## src/rtl/div_float.sv

```systemverilog
// Iterative IEEE-754 single-precision divider (c = a / b). Restoring division
// produces one quotient bit per cycle, then round-to-nearest-even and packing.
module div_float #(
  parameter int QBITS = 26
) (
  input  logic        clk,
  input  logic        rst_n,
  input  logic        start,
  input  logic [31:0] a,
  input  logic [31:0] b,
  output logic        busy,
  output logic        done,
  output logic [31:0] c,
  output logic        overflow,
  output logic        div_by_zero
);
  localparam int CW = $clog2(QBITS);
  localparam logic [1:0] IDLE  = 2'd0;
  localparam logic [1:0] DIV   = 2'd1;
  localparam logic [1:0] ROUND = 2'd2;

  logic [1:0]       state;
  logic [CW-1:0]    cnt;
  logic             phase;
  logic [31:0]      ra, rb;
  logic [24:0]      rem;
  logic [QBITS-1:0] q;
  logic [31:0]      res_c;
  logic             res_ov, res_dz;
  logic [31:0]      nxt_c;
  logic             nxt_ov, nxt_dz;

  // restoring step: remainder stays below 2*mb, so 25 bits suffice
  logic [23:0] mb;
  logic [24:0] sub, sel;
  logic        ge;
  always_comb begin
    mb  = {1'b1, rb[22:0]};
    ge  = rem >= {1'b0, mb};
    sub = rem - {1'b0, mb};
    sel = ge ? sub : rem;
  end

  logic        sign, a_z, b_z, a_inf, b_inf, a_nan, b_nan;
  logic [22:0] mant;
  logic        g, s, rnd;
  logic [23:0] mant_r;
  logic signed [9:0] e_n, e_fin;
  always_comb begin
    sign  = ra[31] ^ rb[31];
    a_z   = ra[30:23] == 8'h00;
    b_z   = rb[30:23] == 8'h00;
    a_inf = (ra[30:23] == 8'hFF) && (ra[22:0] == 23'd0);
    b_inf = (rb[30:23] == 8'hFF) && (rb[22:0] == 23'd0);
    a_nan = (ra[30:23] == 8'hFF) && (ra[22:0] != 23'd0);
    b_nan = (rb[30:23] == 8'hFF) && (rb[22:0] != 23'd0);

    e_n = $signed({2'b00, ra[30:23]}) - $signed({2'b00, rb[30:23]});
    if (q[25]) begin
      mant = q[24:2];
      g    = q[1];
      s    = q[0] | (rem != 25'd0);
      e_n  = e_n + 10'sd127;
    end else begin
      mant = q[23:1];
      g    = q[0];
      s    = rem != 25'd0;
      e_n  = e_n + 10'sd126;
    end
    rnd    = g & (s | mant[0]);
    mant_r = {1'b0, mant} + {23'd0, rnd};
    // carry-out leaves mant_r[22:0] at zero, only the exponent moves
    e_fin  = e_n + {9'd0, mant_r[23]};

    nxt_ov = 1'b0;
    nxt_dz = 1'b0;
    if (e_fin >= 10'sd255) begin
      nxt_c  = {sign, 8'hFF, 23'd0};
      nxt_ov = 1'b1;
    end else if (e_fin <= 10'sd0) begin
      nxt_c  = {sign, 31'd0};
    end else begin
      nxt_c  = {sign, e_fin[7:0], mant_r[22:0]};
    end

    if (a_nan || b_nan || (a_z && b_z) || (a_inf && b_inf)) begin
      nxt_c  = 32'h7FC0_0000;
      nxt_ov = 1'b0;
    end else if (b_z) begin
      nxt_c  = {sign, 8'hFF, 23'd0};
      nxt_ov = 1'b0;
      nxt_dz = !a_inf;
    end else if (a_inf) begin
      nxt_c  = {sign, 8'hFF, 23'd0};
      nxt_ov = 1'b0;
    end else if (a_z || b_inf) begin
      nxt_c  = {sign, 31'd0};
      nxt_ov = 1'b0;
    end
  end

  always_ff @(posedge clk or negedge rst_n) begin
    if (!rst_n) begin
      state       <= IDLE;
      cnt         <= '0;
      phase       <= 1'b0;
      ra          <= '0;
      rb          <= '0;
      rem         <= '0;
      q           <= '0;
      res_c       <= '0;
      res_ov      <= 1'b0;
      res_dz      <= 1'b0;
      busy        <= 1'b0;
      done        <= 1'b0;
      c           <= '0;
      overflow    <= 1'b0;
      div_by_zero <= 1'b0;
    end else begin
      done <= 1'b0;
      case (state)
        IDLE: if (start) begin
          ra    <= a;
          rb    <= b;
          rem   <= {1'b0, 1'b1, a[22:0]};
          q     <= '0;
          cnt   <= '0;
          busy  <= 1'b1;
          state <= DIV;
        end
        DIV: begin
          q   <= {q[QBITS-2:0], ge};
          rem <= sel << 1;
          cnt <= cnt + 1'b1;
          if (cnt == CW'(QBITS - 1)) begin
            phase <= 1'b0;
            state <= ROUND;
          end
        end
        ROUND: begin
          // two edges: compute/pack, then publish with the done pulse
          if (!phase) begin
            res_c  <= nxt_c;
            res_ov <= nxt_ov;
            res_dz <= nxt_dz;
            phase  <= 1'b1;
          end else begin
            c           <= res_c;
            overflow    <= res_ov;
            div_by_zero <= res_dz;
            done        <= 1'b1;
            busy        <= 1'b0;
            state       <= IDLE;
          end
        end
        default: state <= IDLE;
      endcase
    end
  end
endmodule

```

## config.mk

```make
export PLATFORM = sky130hd
export DESIGN_NAME = div_float
export DESIGN_NICKNAME = d
export VERILOG_FILES = /design/src/rtl/div_float.sv
export SDC_FILE = /design/constraint.sdc
export NUM_CORES = 1
export LEC_CHECK = 0
export BUFFER_PORTS_ARGS = -buffer_cell sky130_fd_sc_hd__buf_4
export CELL_PAD_IN_SITES_DETAIL_PLACEMENT = 0
export CELL_PAD_IN_SITES_GLOBAL_PLACEMENT = 1
export CORE_MARGIN = 3
export CORE_UTILIZATION = 49
export CTS_CLUSTER_SIZE = 30
export DETAILED_ROUTE_END_ITERATION = 16
export GPL_TIMING_DRIVEN = 1
export PLACE_DENSITY_LB_ADDON = 0.1
export REMOVE_ABC_BUFFERS = 1
export SLEW_MARGIN = 0
export SYNTH_ARGS = -nofsm -noshare
export SYNTH_HDL_FRONTEND = slang
export SYNTH_SLANG_ARGS = --single-unit
```

## constraint.sdc

```tcl
create_clock -name clk -period 9.4 [get_ports clk]
set_input_delay 0.47 -clock clk [delete_from_list [all_inputs] [get_ports clk]]
set_output_delay 0.47 -clock clk [all_outputs]
set_load 0.1 [all_outputs]
```

==> reports/summary.txt <==
1st-iter DRT viols = 541
Highest achievable clock rate = 193.5 MHz
Number of global-route vias before repair = 8,794
Width of the die = 157.0 um
Post-route minimum period = 5.167 ns
Yosys top cell area share = 43.20%
Num CTS Buffers = 17
Final core occ = 57.39%
Layout net count = 1,484
Clk root buf = clkbuf_16
Power Density = 396.8 mW/mm2
Global-route usage over all layers = 22.62%
Slew at the pin closest to its max-slew limit = 1.179 ns
Unrepaired setup endpoints after global routing = false
CTS Sinks = 193
TritonCTS clock tree = done
Critical path required time = 9.78 ns
Register Area = 0.004831 mm2
Total grt overflow = 0
Largest net degree at the start of global routing = 76
Starting Density = 50.60%
Worst Setup Slack, final = 4.233 ns
Maximum VDD drop = 0.0002124 V
Post-Layout Cell Count = 1,667
Most numerous cell in the Yosys netlist = nand2_1
Core Area = 0.02209 mm2
Synthesis-stage register bit count = 193
Final hold viol count = 0
CP Max Fanout = 22
Cell accounting for the most synthesized area = dfrtp_1
Setup violation total in the final timing report = 0
Input/output buffers = 102
Post-DR vias/cell = 5.535
I/O Pins = 103
Antenna Nets Post-Route = 0
Via count = 9,227
Syn avg cell area = 8.527 um2
Filler cells = 2,037
Max-cap viol count = 0
Die Y = 157.0 um
Synthesized area = 0.01118 mm2
Synth cell types = 81
First-pass GRT wire length = 45.31 mm
R2R Setup Slk = 4.23 ns
Synth Warn # = 0
Critical path startpoint = q[25]$_DFFE_PN0P_
LEAKAGE = 0.005863 uW
Worst-path clk slew = 0.08 ns
Final slew viol count = 0
Cell count after synthesis = 1,311
Top cells by area, synth = dfrtp_1 43%, nand2_1 12%, o21ai_0 4.8%
RR Endpoint = res_c[0]$_DFFE_PN0P_
Critical path endpoint category = flop
CTS H-tree depth = 4
Synth cell count leaders = 347 x nand2_1, 193 x dfrtp_1, 108 x o21ai_0, 58 x clkbuf_1, 57 x inv_1
Clk buf depth = 2
Rel. slew slack = 21.41%
Area grow syn2layout = 13.42%
DP Worst Slack = 4.238 ns
Post-CTS Setup Bufs = 0
R2r startpoint = q[25]$_DFFE_PN0P_
Critical path launch point type = flop
Outcome = finished, final reports clean
Prevailing post-synth register cell = dfrtp_1
Final Power = 5032 uW
Crit Path Class = flop to flop
Crit path to = res_c[0]$_DFFE_PN0P_
Clock Skew = 0.01546 ns
FF-to-FF path depth = 19
Number of remaining DRC errors = 0
Number of diodes = 0
Post-synth EDFFs = 0
Routed Wire Length = 26.97 mm
Die area = 0.02466 mm2
Hold Path Class = input port to asynchronous set/reset pin
Sequential share of the synthesized area = 43.20%
Post-detail-place hpwl = 19.38 mm
Tcrit/Tclk final = 54.97%
Hold buffers post-CTS = 0
Share of cells above drive strength 1 = 12.62%
Number of instances in the placed design = 1,637
Crit path DAT = 5.55 ns
Post_cts resized = 0
WL per Instance = 16.18 um
Initial antenna violation count = 0
Later-pin clock latency in the skew report = 0.44 ns
FP Rows = 54
DRT Pass-1 Iters = 5
Multi-input gate area = 0.005876 mm2
Setup TNS = 0 ns
FFs w/ async S/R, synth = 100.0%
Gpl congestion = 0.8992
[cell usage in the layout (no fill, tap or decap), drive strengths merged, types with 17 or more instances in the layout]
cell,synthesis,layout
a21oi,53,53
a22o,28,28
a31oi,19,19
buf,9,112
clkbuf,58,18
dfrtp,193,193
ha,39,39
inv,57,63
nand2,347,347
nand3,38,38
nand4,18,18
nor2,57,57
nor3,17,17
nor4,20,20
o21ai,111,111
xnor2,45,45
xor2,19,19
[report_power, final]
part	switching (uW)	total, uW	internal [uW]	leakage (uW)
Combinational	1830	3030	1190	0.00308
Sequential	232	1300	1070	0.00253
Clock	351	698	347	0.000261
Total	2420	5030	2610	0.00586
[final cells by class]
type | count | area share, %
Timing Repair Buffer | 113 | 6.740
Sequential cell | 193 | 38.10
Multi-Input combinational cell | 993 | 46.34
Tap cell | 280 | 2.763
Clock inverter | 13 | 0.9868
Clock buffer | 17 | 3.355
Inverter | 58 | 1.717
[per-layer routing]
layer  vias to the layer above  share of wire, %  GRT usage (%)
li1                       4687                 -              -
met1                      4354                50          33.07
met2                       164                46          36.26
met3                        22               3.0          2.557
met4                         0               1.3          5.620
met5                         -                 0              0
[flip-flops by register name, indices dropped and copies added, names as in the netlist]
register     count
busy             1
c               32
cnt              5
div_by_zero      1
done             1
overflow         1
phase            1
q               26
ra              32
rb              32
rem             25
res_c           32
res_dz           1
res_ov           1
state            2
[worst min path at each step]
stage                               start           endpoint  slack, ns  cells after the start
global placement    res_c[26]$_DFFE_PN0P_  c[26]$_DFFE_PN0P_       0.45                      2
global route                        rst_n  c[28]$_DFFE_PN0P_       0.03                      1
floorplan                           rst_n   busy$_DFFE_PN0P_       0.17                      0
detailed placement  res_c[25]$_DFFE_PN0P_  c[25]$_DFFE_PN0P_       0.45                      2
CTS                                 rst_n  c[28]$_DFFE_PN0P_       0.01                      1
finish                              rst_n  c[29]$_DFFE_PN0P_      0.003                      1
[through the flow]
step	area, um2	hold slack [ns]
after floorplan	10910	0.1744
after global placement	12130	0.4468
after detailed placement	12130	0.4481
after CTS	12680	0.01083
after global routing	12680	0.03498
final	12680	0.002799
[worst max-delay path, stage by stage (launching register included)]
cell and delay [ns]:
dfrtp_2 0.49, nand2b_1 0.22, a211oi_1 0.47, nor3b_1 0.56, nand2_1 0.17, nor2_1 0.14
nor4bb_1 0.37, nand2_1 0.15, nor3_1 0.21, ha_1 0.19, ha_1 0.19, inv_1 0.15
nor3_1 0.21, nand3_1 0.09, o311ai_1 0.14, a21oi_1 0.18, or2_1 0.28, a41oi_2 0.26
and4_4 0.45, a22o_1 0.18
[logic make-up (layout without fill, tap and decap cells)]
group                    count (synthesis)  in the layout  synth area share [%]
adder cells (fa/ha/maj)                 41             41                 4.723
XOR/XNOR                                66             66                 5.618
AND/OR/NAND/NOR                        562            562                 22.60
AO/OA/AOI/OAI                          307            307                 17.93
buffers and inverters                  125            201                 4.342
flip-flops                             193            193                 43.20
multiplexers                            17             17                 1.589
No activity file was read; power rests on OpenSTA's default activity.
